--- src/rtl/ltc2387_cnv_controller.sv ---
// LTC2387-18 conversion timing generator: CNV pulses, per-conversion ADC clock-enable
// window, returned-sample counting and a missing-sample watchdog, all on sys_clk.
module ltc2387_cnv_controller #(
    parameter int unsigned CNV_PERIOD = 20,
    parameter int unsigned CNV_HIGH   = 2,
    parameter int unsigned CONV_DELAY = 4,
    parameter int unsigned CLK_PULSES = 9,
    parameter int unsigned TIMEOUT    = 32
) (
    input  logic        sys_clk,
    input  logic        reset,
    input  logic        start,
    input  logic        stop,
    input  logic [15:0] burst_len,
    input  logic        adc_data_valid,
    output logic        cnv,
    output logic        adc_clk_en,
    output logic        busy,
    output logic        done,
    output logic [15:0] samples_captured,
    output logic        timeout_err,
    input  logic        err_clear
);

    localparam int unsigned PW = (CNV_PERIOD > 1) ? $clog2(CNV_PERIOD + 1) : 1;
    localparam int unsigned TW = (TIMEOUT > 1) ? $clog2(TIMEOUT) : 1;

    localparam logic [PW-1:0] P_LAST      = PW'(CNV_PERIOD - 1);
    localparam logic [PW-1:0] HIGH_END    = PW'(CNV_HIGH);
    localparam logic [PW-1:0] CLKEN_START = PW'(CONV_DELAY);
    localparam logic [PW-1:0] CLKEN_END   = PW'(CONV_DELAY + CLK_PULSES);
    localparam logic [PW-1:0] CLKEN_LAST  = PW'(CONV_DELAY + CLK_PULSES - 1);
    localparam logic [TW-1:0] T_LAST      = TW'(TIMEOUT - 1);

    generate
        if (CNV_HIGH < 1 || CNV_HIGH > CONV_DELAY) begin : g_bad_cnv_high
            $error("CNV_HIGH must lie in 1..CONV_DELAY");
        end
        if (CONV_DELAY + CLK_PULSES > CNV_PERIOD) begin : g_bad_window
            $error("clock window does not fit inside one conversion period");
        end
        if (TIMEOUT < 1 || CLK_PULSES < 1) begin : g_bad_counts
            $error("TIMEOUT and CLK_PULSES must be at least 1");
        end
    endgenerate

    typedef enum logic [1:0] {
        ST_IDLE,
        ST_RUN,
        ST_FINISH
    } state_t;

    state_t        state_q, state_d;
    logic [PW-1:0] p_q, p_d;
    logic [15:0]   conv_count_q, conv_count_d;
    logic [15:0]   burst_len_q, burst_len_d;
    logic          stop_pending_q, stop_pending_d;

    logic          cnv_q, cnv_d;
    logic          adc_clk_en_q, adc_clk_en_d;
    logic          busy_q, busy_d;
    logic          done_q, done_d;
    logic [15:0]   samples_q, samples_d;
    logic          timeout_err_q, timeout_err_d;

    logic          pending_q, pending_d;
    logic [TW-1:0] tcount_q, tcount_d;

    logic          start_accept;
    logic          run_next;
    logic          win_end;
    logic          tmo;
    logic          err_evt;

    // Sequencer: outputs are registered, so they are decoded from the next state and count.
    always_comb begin
        state_d        = state_q;
        p_d            = p_q;
        conv_count_d   = conv_count_q;
        burst_len_d    = burst_len_q;
        stop_pending_d = stop_pending_q;
        start_accept   = 1'b0;

        case (state_q)
            ST_IDLE: begin
                stop_pending_d = 1'b0;
                if (start) begin
                    start_accept = 1'b1;
                    state_d      = ST_RUN;
                    p_d          = '0;
                    conv_count_d = '0;
                    burst_len_d  = burst_len;
                end
            end
            ST_RUN: begin
                if (p_q == '0) begin
                    conv_count_d = conv_count_q + 16'd1;
                end
                stop_pending_d = stop_pending_q | stop;
                if (p_q == P_LAST) begin
                    p_d = '0;
                    if (stop_pending_d ||
                        (burst_len_q != '0 && conv_count_d == burst_len_q)) begin
                        state_d = ST_FINISH;
                    end
                end else begin
                    p_d = p_q + PW'(1);
                end
            end
            ST_FINISH: begin
                stop_pending_d = 1'b0;
                state_d        = ST_IDLE;
            end
            default: begin
                state_d = ST_IDLE;
            end
        endcase

        run_next     = (state_d == ST_RUN);
        cnv_d        = run_next && (p_d < HIGH_END);
        adc_clk_en_d = run_next && (p_d >= CLKEN_START) && (p_d < CLKEN_END);
        busy_d       = run_next;
        done_d       = (state_d == ST_FINISH);
    end

    // Watchdog arms on the cycle after each window; a fresh window overrides a late sample.
    always_comb begin
        pending_d     = pending_q;
        tcount_d      = tcount_q;
        samples_d     = samples_q;

        win_end = adc_clk_en_q && (p_q == CLKEN_LAST);
        tmo     = pending_q && (tcount_q == T_LAST);
        err_evt = pending_q && !adc_data_valid && (win_end || tmo);

        if (win_end) begin
            pending_d = 1'b1;
            tcount_d  = '0;
        end else if (pending_q) begin
            if (adc_data_valid || tmo) begin
                pending_d = 1'b0;
            end else begin
                tcount_d = tcount_q + TW'(1);
            end
        end

        if (err_evt) begin
            timeout_err_d = 1'b1;
        end else if (err_clear) begin
            timeout_err_d = 1'b0;
        end else begin
            timeout_err_d = timeout_err_q;
        end

        if (adc_data_valid && samples_q != '1) begin
            samples_d = samples_q + 16'd1;
        end
        if (start_accept) begin
            samples_d = '0;
        end
    end

    always_ff @(posedge sys_clk) begin
        if (reset) begin
            state_q        <= ST_IDLE;
            p_q            <= '0;
            conv_count_q   <= '0;
            burst_len_q    <= '0;
            stop_pending_q <= 1'b0;
            cnv_q          <= 1'b0;
            adc_clk_en_q   <= 1'b0;
            busy_q         <= 1'b0;
            done_q         <= 1'b0;
            samples_q      <= '0;
            timeout_err_q  <= 1'b0;
            pending_q      <= 1'b0;
            tcount_q       <= '0;
        end else begin
            state_q        <= state_d;
            p_q            <= p_d;
            conv_count_q   <= conv_count_d;
            burst_len_q    <= burst_len_d;
            stop_pending_q <= stop_pending_d;
            cnv_q          <= cnv_d;
            adc_clk_en_q   <= adc_clk_en_d;
            busy_q         <= busy_d;
            done_q         <= done_d;
            samples_q      <= samples_d;
            timeout_err_q  <= timeout_err_d;
            pending_q      <= pending_d;
            tcount_q       <= tcount_d;
        end
    end

    assign cnv              = cnv_q;
    assign adc_clk_en       = adc_clk_en_q;
    assign busy             = busy_q;
    assign done             = done_q;
    assign samples_captured = samples_q;
    assign timeout_err      = timeout_err_q;

endmodule

--- config.mk ---
export PLATFORM = sky130hd
export DESIGN_NAME = ltc2387_cnv_controller
export DESIGN_NICKNAME = d
export VERILOG_FILES = /design/src/rtl/ltc2387_cnv_controller.sv
export SDC_FILE = /design/constraint.sdc
export NUM_CORES = 1
export LEC_CHECK = 0
export CAP_MARGIN = 10
export CELL_PAD_IN_SITES_DETAIL_PLACEMENT = 1
export CELL_PAD_IN_SITES_GLOBAL_PLACEMENT = 2
export CORE_MARGIN = 5
export CORE_UTILIZATION = 30
export DETAILED_ROUTE_END_ITERATION = 16
export PLACE_DENSITY_LB_ADDON = 0.3
export SETUP_SLACK_MARGIN = 0.02
export SYNTH_ARGS = -nofsm -noshare
export SYNTH_HDL_FRONTEND = slang
export SYNTH_SLANG_ARGS = --single-unit
export TNS_END_PERCENT = 30
--- constraint.sdc ---
create_clock -name sys_clk -period 3 [get_ports sys_clk]
set_clock_uncertainty 0.05 [all_clocks]
set_input_delay 0.3 -clock sys_clk [delete_from_list [all_inputs] [get_ports sys_clk]]
set_output_delay 0.3 -clock sys_clk [all_outputs]
set_load 0.1 [all_outputs]
Yosys cells after proc, flatten, opt, wreduce, memory -nomap -nowiden
Index checks and enable logic that the tools add are counted.

Bits of input ports: 22. Bits in registers: 67.

Order comparisons: 3. Reductions and logical operators: 25. Add/subtract/negate cells: 4. Equality and inequality tests: 10. Multiplexer cells: 19. Bitwise gates (word level): 2.

Operators with widths (number): 16-bit 2-to-1 mux (3); 16-bit by 1-bit adder with 16-bit output (second input constant) (2); 16-bit case mux with 2 select lines (1); 16-bit equality test (1); 16-bit inequality test (second input constant) (1); 16-bit nonzero test (1); 5-bit by 1-bit adder with 5-bit output (second input constant) (2); 5-bit equality test (second input constant) (2); 5-bit 2-to-1 mux (2); 5-bit case mux with 2 select lines (1); 1-bit logical AND (9); 1-bit 2-to-1 mux (7); 2-bit 2-to-1 mux (3); 2-bit AND reduction (3); 2-bit nonzero test (3); 2-bit OR reduction (3); 5-bit by 4-bit equality test with 1-bit output (second input constant) (1); 5-bit by 3-bit greater-or-equal comparator with 1-bit output (second input constant) (1); 5-bit zero test (1); 5-bit by 2-bit < comparator with 1-bit output (second input constant) (1); 5-bit by 4-bit < comparator with 1-bit output (second input constant) (1); 2-bit by 1-bit equality test with 1-bit output (second input constant) (2); 2-bit equality test (second input constant) (2); 2-bit case mux with 2 select lines (1); other kinds (7) (9).

Longest topological paths before layout
Gate-level depths: netlist of the first run.

Depth after elaboration: 12. Depth in mapped cells: 10.

Worst setup path after synthesis of the first run
No wires, ideal clock.

Kind: register -> register. Start point: register samples_q[3] (netlist: samples_captured[3]). End point: register samples_q[15] (netlist: samples_captured[15]). Slack: 0.224 ns. Stages on the path, launching flop included: 9. Required time: 2.822 ns. Data arrival time: 2.598 ns. Buffers on the path: 1. Setup time: 0.128 ns. Clock period less this slack: 2.776 ns. Cell sequence: dfxtp_1 -> and4_1 -> nand4_1 -> o31a_1 -> and4_1 -> clkbuf_1 -> nand4_1 -> xor2_1 -> nor2_1.

Word-level cells in the longest chain between the ends: 2.

Ends and longest elaborated chain: start, declared (RTL line 63) `logic [15:0] samples_q, samples_d;`; start signal, assigned (RTL line 188) `samples_q <= samples_d;`; parallel branches: the longest is 2 deep, another holds 16-bit by 1-bit adder with 16-bit output.

Several ways; the timed one is not identified. A chain may end at the register's enable or synchronous reset.

Final worst setup path of the first run
Start point: register p_q[0]. End point: register cnv_q (netlist: cnv).

Word-level cells in the longest chain between the ends: 11.

Ends and longest elaborated chain: start, declared (RTL line 54) `logic [PW-1:0] p_q, p_d;`; start signal, assigned (RTL line 180) `p_q <= p_d;`; 5-bit zero test (RTL line 96) `if (p_q == '0) begin`; 16-bit 2-to-1 mux (RTL line 96); 16-bit 2-to-1 mux (RTL line 84) `case (state_q)`; 16-bit equality test (RTL line 103) `(burst_len_q != '0 && conv_count_d == burst_len_q)) begin`; 1-bit logical AND (RTL line 103); 1-bit logical OR (RTL line 102) `if (stop_pending_d ||`; 2-bit 2-to-1 mux (RTL line 102); 2-bit 2-to-1 mux (RTL line 100) `if (p_q == P_LAST) begin`; 2-bit case mux with 2 select lines (RTL line 84); 2-bit by 1-bit equality test with 1-bit output (RTL line 119) `run_next = (state_d == ST_RUN);`; 1-bit logical AND * (RTL line 120) `cnv_d = run_next && (p_d < HIGH_END);`; end signal, assigned (RTL line 184) `cnv_q <= cnv_d;`; end, declared (RTL line 59) `logic cnv_q, cnv_d;`.

Mark *: on every way between the ends. The rest lies on a longest branch, timed or not. The select of a mux whose other input is x is not followed.

==> out/results.ini, run 1 <==
[timing]
fmaxAchievable_ghz = 0.360
worst_pin_slew_ns = 0.813
post-route-min-period_ns = 2.78
holdWs_ns = 0.422
fin_setup_tns_ns = 0
relSlewSlack = 0.455
drv_slew = 0
rsz0062_at_grt = false
period_share = 0.925
setup-violations-final = 0
hold_viol = 0

[synthesis]
synth_ff_type = dfxtp_1
netlist_instances = 428
yosysMostFrequentCell = dfxtp_1
yosys-top-cells-count = 67 x dfxtp_1, 64 x nand2_1, 48 x nor2_1
synthTopCellsByArea = dfxtp_1 39%, nand2_1 7.0%, a21oi_1 5.4%
syn-num-nets = 456
synth_cell_types = 42
yosysTopAreaCellShare = 0.391
yosysWarnings = 0
synthArstFlopShare = 0
synth.avg_cell_area_sq_um = 8.02
synth_area_sq_mm = 0.00343
synth_largest_area_cell = dfxtp_1
ys_ff_latch = 67
synth_seq_area_share = 0.391
synth_edf_count = 0

[global_routing]
antenna_found_initial = 0
grt_pass1_wl_microns = 16300
grt_max_degree = 45
grt.overflow.total = 0
grt_usage = 0.154
grt_pass1_vias = 3178

[outcome]
status = finished clean

[clock_tree]
htree_levels = 3
cts_sinks = 67
cts-root-buf = clkbuf_16
cts_buffers = 9
cts_tree = yes
cts_max_path_buffers = 2
clk_latency_ns = 0.34
cts.clk_slew.worst_paths_ns = 0.06
hold_buffers = 0

[finish]
antenna_cells = 0
areaGrowthSynthToFinish_pct = 25.1
drive_gt1_frac = 0.121
finalNetCount = 497

[power_and_ir_drop]
seq_power_share = 0.420
p_sw_frac = 0.252
power_frac_clock = 0.475
combPwrFrac = 0.104
power.density_mw_per_mm2 = 517
total_power_mw = 2.22
max-vdd-ir-drop_mv = 0.288
p_int_mw = 1.66
power.leakage_nw = 1.57
p_sw_mw = 0.560

[worst_setup_path]
cp.required_ns = 3.17
setup.worst_path.class = reg -> reg
end_kind = register
critPathMaxFanout = 14
cp.arrival_ns = 2.95
critPathLaunchType = register

[route]
routed_wl_microns = 9890
wl_per_cell_microns = 16.1
vias_per_cell = 5.08
drt.antenna.violating_nets = 0
drt-initial-drc-count = 134
drc = 0
drtPass1Iterations = 4
vias = 3129

[placed_design]
dp_hpwl_microns = 7400
numPortBuffers = 42
gp_congestion = 0.807

[die]
dieArea_sq_mm = 0.0137
num_rows = 39
ioPinCount = 43
core-area_sq_mm = 0.0113
die_y_microns = 117
die_w_microns = 117
start_util = 0.303

[min_path]
hold_class = reg -> reg

[run]
cap_viol_max_count = 0

[power by group through the flow]
stage / registers (mW) / clock network, mW / logic, mW
after floorplan: 0.971 / 0 / 0.126
after global placement: 0.952 / 0 / 0.230
after detailed placement: 0.953 / 0 / 0.230
after CTS: 0.934 / 1.09 / 0.231
after global routing: 0.936 / 1.13 / 0.255
final: 0.934 / 1.06 / 0.231
[registers in the layout, indices dropped and copies added, names as in the netlist, 2 cells and up]
register / cells
burst_len_q: 16
conv_count_q: 16
p_q: 5
samples_captured: 16
state_q: 2
tcount_q: 5
[cells by family after synthesis]
family / Yosys count / share of synthesized area
adder cells (fa/ha/maj): 6 / 0.0219
flip-flops: 67 / 0.391
XOR/XNOR: 40 / 0.102
AND/OR/NAND/NOR: 202 / 0.306
AO/OA/AOI/OAI: 76 / 0.125
buffers and inverters: 31 / 0.0361
multiplexers: 6 / 0.0175
[stage by stage]
step,instance area [sq um],cells,utilization,worst slack [ns]
floorplan,3430,428,-,0.224
global placement,3970,601,0.351,0.228
detailed placement,3970,601,0.351,0.0786
CTS,4260,616,0.377,0.0836
global route,4300,616,0.379,0.0404
finish,4300,616,0.379,0.224
[metal layers]
metal | global-route usage | share of wire | up-vias
met5 | 0 | 0 | -
met4 | 0.0696 | 0.018 | 0
met3 | 0.0344 | 0.031 | 12
met2 | 0.243 | 0.46 | 48
met1 | 0.201 | 0.49 | 1494
li1 | - | - | 1575
[worst max-delay path, stage by stage (launching register included)]
cell and delay [ns]:
dfxtp_1 0.35, inv_1 0.07, ha_1 0.16, or4b_4 0.60, or2_1 0.37, nor4_4 0.34
xnor2_1 0.15, nand3_1 0.16, nor4_4 0.32, nor2_1 0.08
[final timing paths]
path,start,endpoint,slack [ns],cells after the start
setup / recovery,p_q[0]$_SDFF_PP0_,cnv$_SDFF_PP0_,0.22,9
hold / removal,timeout_err$_SDFFE_PP0P_,timeout_err$_SDFFE_PP0P_,0.42,2
setup reg to reg,p_q[0]$_SDFF_PP0_,cnv$_SDFF_PP0_,0.22,9
hold reg to reg,timeout_err$_SDFFE_PP0P_,timeout_err$_SDFFE_PP0P_,0.42,2
[area by class of cell]
class | instances | area [sq um]
inverter | 8 | 30.0
fill | 1358 | 7030
timing repair buffer | 53 | 450
clock buffer | 11 | 243
multi-input combinational | 330 | 2000
tap | 143 | 179
sequential | 67 | 1340
clock inverter | 4 | 51.3
[timing repair]
action / 4_1_cts / 5_1_grt
setup endpoints to repair: 0 / 5
setup buffers: 0 / 0
gates resized for setup: 0 / 4
[layout by cell type, fill, tap and decap left out, drive strengths merged, types with 2 or more instances in the layout]
| cell type | netlist | layout |
|---|---|---|
| o31a | 2 | 2 |
| or2 | 5 | 5 |
| nand2 | 64 | 64 |
| clkdlybuf4s50 | 0 | 21 |
| nand4 | 14 | 14 |
| nand3 | 12 | 12 |
| nor2 | 48 | 48 |
| nor3 | 8 | 8 |
| buf | 1 | 32 |
| clkinv | 0 | 2 |
| and3 | 4 | 4 |
| or3 | 4 | 4 |
| a31oi | 3 | 3 |
| clkbuf | 22 | 11 |
| a21oi | 37 | 37 |
| mux2i | 6 | 6 |
| and4 | 4 | 4 |
| ha | 6 | 6 |
| o21ai | 23 | 23 |
| inv | 8 | 8 |
| dfxtp | 67 | 67 |
| and2 | 2 | 2 |
| or4b | 2 | 2 |
| xnor2 | 21 | 21 |
| or4 | 2 | 2 |
| a211oi | 2 | 2 |
| a311oi | 4 | 4 |
| nor2b | 9 | 9 |
| nand2b | 5 | 5 |
| xor2 | 19 | 19 |
| nor4 | 16 | 16 |
No activity file was read; power rests on OpenSTA's default activity.
==> run 2: changes to the inputs <==
- CORE_MARGIN: 5 -> not set
- CTS_CLUSTER_SIZE: not set -> 16
==> out/results.ini, run 2 (synthesis results as in run 1) <==
[finish]
layout_common_cells = 67 x dfxtp_1, 64 x nand2_1, 48 x nor2_1  ; unchanged
regArea_sq_mm = 0.00134  ; unchanged
instances_no_fill = 620  ; was 616
drive_gt1_frac = 0.133  ; was 0.121
finalNetCount = 503  ; was 497
areaGrowthSynthToFinish_pct = 26.5  ; was 25.1%
final_common_cell = dfxtp_1  ; unchanged
multi_input_area_sq_mm = 0.00199  ; was 0.00200 sq mm
antenna_cells = 0  ; unchanged
fillers = 1309  ; was 1,358

[placed_design]
numPortBuffers = 42  ; unchanged
gp_congestion = 0.857  ; was 0.807
dp_hpwl_microns = 7330  ; was 7400 microns
place_inst = 602  ; was 601
place_ws_ns = 0.0900  ; was 0.0786 ns

[worst_setup_path]
critPathLaunchType = register  ; unchanged
critPathMaxFanout = 6  ; was 14
critPathLaunch = p_q[0]$_SDFF_PP0_  ; unchanged
cp.required_ns = 3.16  ; was 3.17 ns
r2r-end = cnv$_SDFF_PP0_  ; unchanged
cp.arrival_ns = 2.96  ; was 2.95 ns
crit_path_end = cnv$_SDFF_PP0_  ; unchanged
ff2ff_setup_slack_ns = 0.20  ; was 0.22 ns
r2r-start = p_q[0]$_SDFF_PP0_  ; unchanged
setup.worst_path.class = reg -> reg  ; unchanged
end_kind = register  ; unchanged
reg2reg_depth = 9  ; unchanged

[min_path]
hold_class = reg -> reg  ; unchanged

[power_and_ir_drop]
power.leakage_nw = 1.61  ; was 1.57 nW
power.density_mw_per_mm2 = 512  ; was 517 mW/mm^2
total_power_mw = 2.22  ; about the same
max-vdd-ir-drop_mv = 0.339  ; was 0.288 mV

[global_routing]
grt_pass1_vias = 3213  ; was 3,178
met3_usage = 0.0377  ; was 0.0344
grt_max_degree = 25  ; was 45
grt_pass1_wl_microns = 16100  ; was 16,300 microns
busiest_layer = met2  ; unchanged
grt_usage = 0.180  ; was 0.154
grt_util_met2 = 0.295  ; was 0.243
use_met1 = 0.229  ; was 0.201
grt.overflow.total = 0  ; unchanged
antenna_found_initial = 0  ; unchanged

[die]
die_y_microns = 109  ; was 117 microns
die_w_microns = 109  ; was 117 microns
num_rows = 38  ; was 39
core-area_sq_mm = 0.0110  ; was 0.0113 sq mm
dieArea_sq_mm = 0.0119  ; was 0.0137 sq mm
ioPinCount = 43  ; unchanged
start_util = 0.313  ; was 0.303

[timing]
period_share = 0.933  ; was 0.925
rsz0062_at_grt = false  ; unchanged
fmaxAchievable_ghz = 0.357  ; was 0.360 GHz
worst_pin_slew_ns = 0.867  ; was 0.813 ns
fin_setup_tns_ns = 0  ; unchanged
relSlewSlack = 0.418  ; was 0.455
post-route-min-period_ns = 2.80  ; was 2.78 ns
hold_viol = 0  ; unchanged
setup_ws_ns = 0.200  ; was 0.224 ns
setup-violations-final = 0  ; unchanged
drv_slew = 0  ; unchanged

[clock_tree]
cts_tree = yes  ; unchanged
cts_sinks = 67  ; unchanged
cts_max_path_buffers = 2  ; unchanged
clk_latency_ns = 0.34  ; about the same
hold_buffers = 0  ; unchanged
cts_buffers = 9  ; unchanged
htree_levels = 3  ; unchanged
cts-root-buf = clkbuf_16  ; unchanged
cts.clk_slew.worst_paths_ns = 0.05  ; was 0.06 ns

[run]
cap_viol_max_count = 0  ; unchanged

[route]
routed_wl_microns = 9890  ; about the same
vias_per_cell = 5.11  ; was 5.08
drc = 0  ; unchanged
drtPass1Iterations = 4  ; unchanged
wl_per_cell_microns = 15.9  ; was 16.1 microns
drt.antenna.violating_nets = 0  ; unchanged
drt-initial-drc-count = 155  ; was 134
vias = 3170  ; was 3,129

[outcome]
status = finished clean  ; unchanged

## run 2: layer usage
layer / vias up / wire length [microns]
li1: 1584 / -
met3: 15 / 333
met1: 1520 / 4780
met4: 0 / 175
met2: 51 / 4600
met5: - / 0
## run 2: metrics by stage
| stage | cell area, sq um | utilization | hold WS (ns) |
|---|---|---|---|
| floorplan | 3430 | - | 0.386 |
| global placement | 4000 | 0.364 | 0.415 |
| detailed placement | 4000 | 0.364 | 0.423 |
| CTS | 4290 | 0.391 | 0.434 |
| global route | 4340 | 0.395 | 0.456 |
| finish | 4340 | 0.395 | 0.428 |
## run 2: worst min-delay path by stage
stage | depth (start not counted) | to | start
global route | 3 | burst_len_q[9]$_SDFFE_PP0P_ | burst_len[9]
floorplan | 2 | burst_len_q[13]$_SDFFE_PP0P_ | burst_len[13]
CTS | 2 | timeout_err$_SDFFE_PP0P_ | timeout_err$_SDFFE_PP0P_
detailed placement | 2 | timeout_err$_SDFFE_PP0P_ | timeout_err$_SDFFE_PP0P_
finish | 2 | timeout_err$_SDFFE_PP0P_ | timeout_err$_SDFFE_PP0P_
global placement | 2 | timeout_err$_SDFFE_PP0P_ | timeout_err$_SDFFE_PP0P_
## run 2: layout make-up
cell class | count | share of cell area
clock buffers | 10 | 0.0550
clock inverters | 6 | 0.0127
inverters | 8 | 0.00691
multi-input cells | 330 | 0.459
flip-flops and latches | 67 | 0.309
well taps | 140 | 0.0403
repair buffers | 59 | 0.117
## run 2: repair_timing
action,in CTS,in global routing
endpoints found under the setup margin,0,3
gates resized for setup,0,3
buffers inserted,0,2
## run 2: worst max-delay path, stage by stage, from the launching register on
cell     delay, ns
dfxtp_1       0.35
inv_1         0.07
ha_1          0.17
or4b_4        0.53
or2_1         0.35
nor4_4        0.33
xnor2_1       0.15
nand3_1       0.17
nor4_4        0.40
nor2_1        0.10
## run 2: power by group
part	switching (mW)	leakage, nW	total, mW	internal, mW
combinational	0.146	0.917	0.244	0.0980
sequential	0.0218	0.544	0.932	0.911
clock	0.389	0.152	1.05	0.658
total	0.557	1.61	2.22	1.67
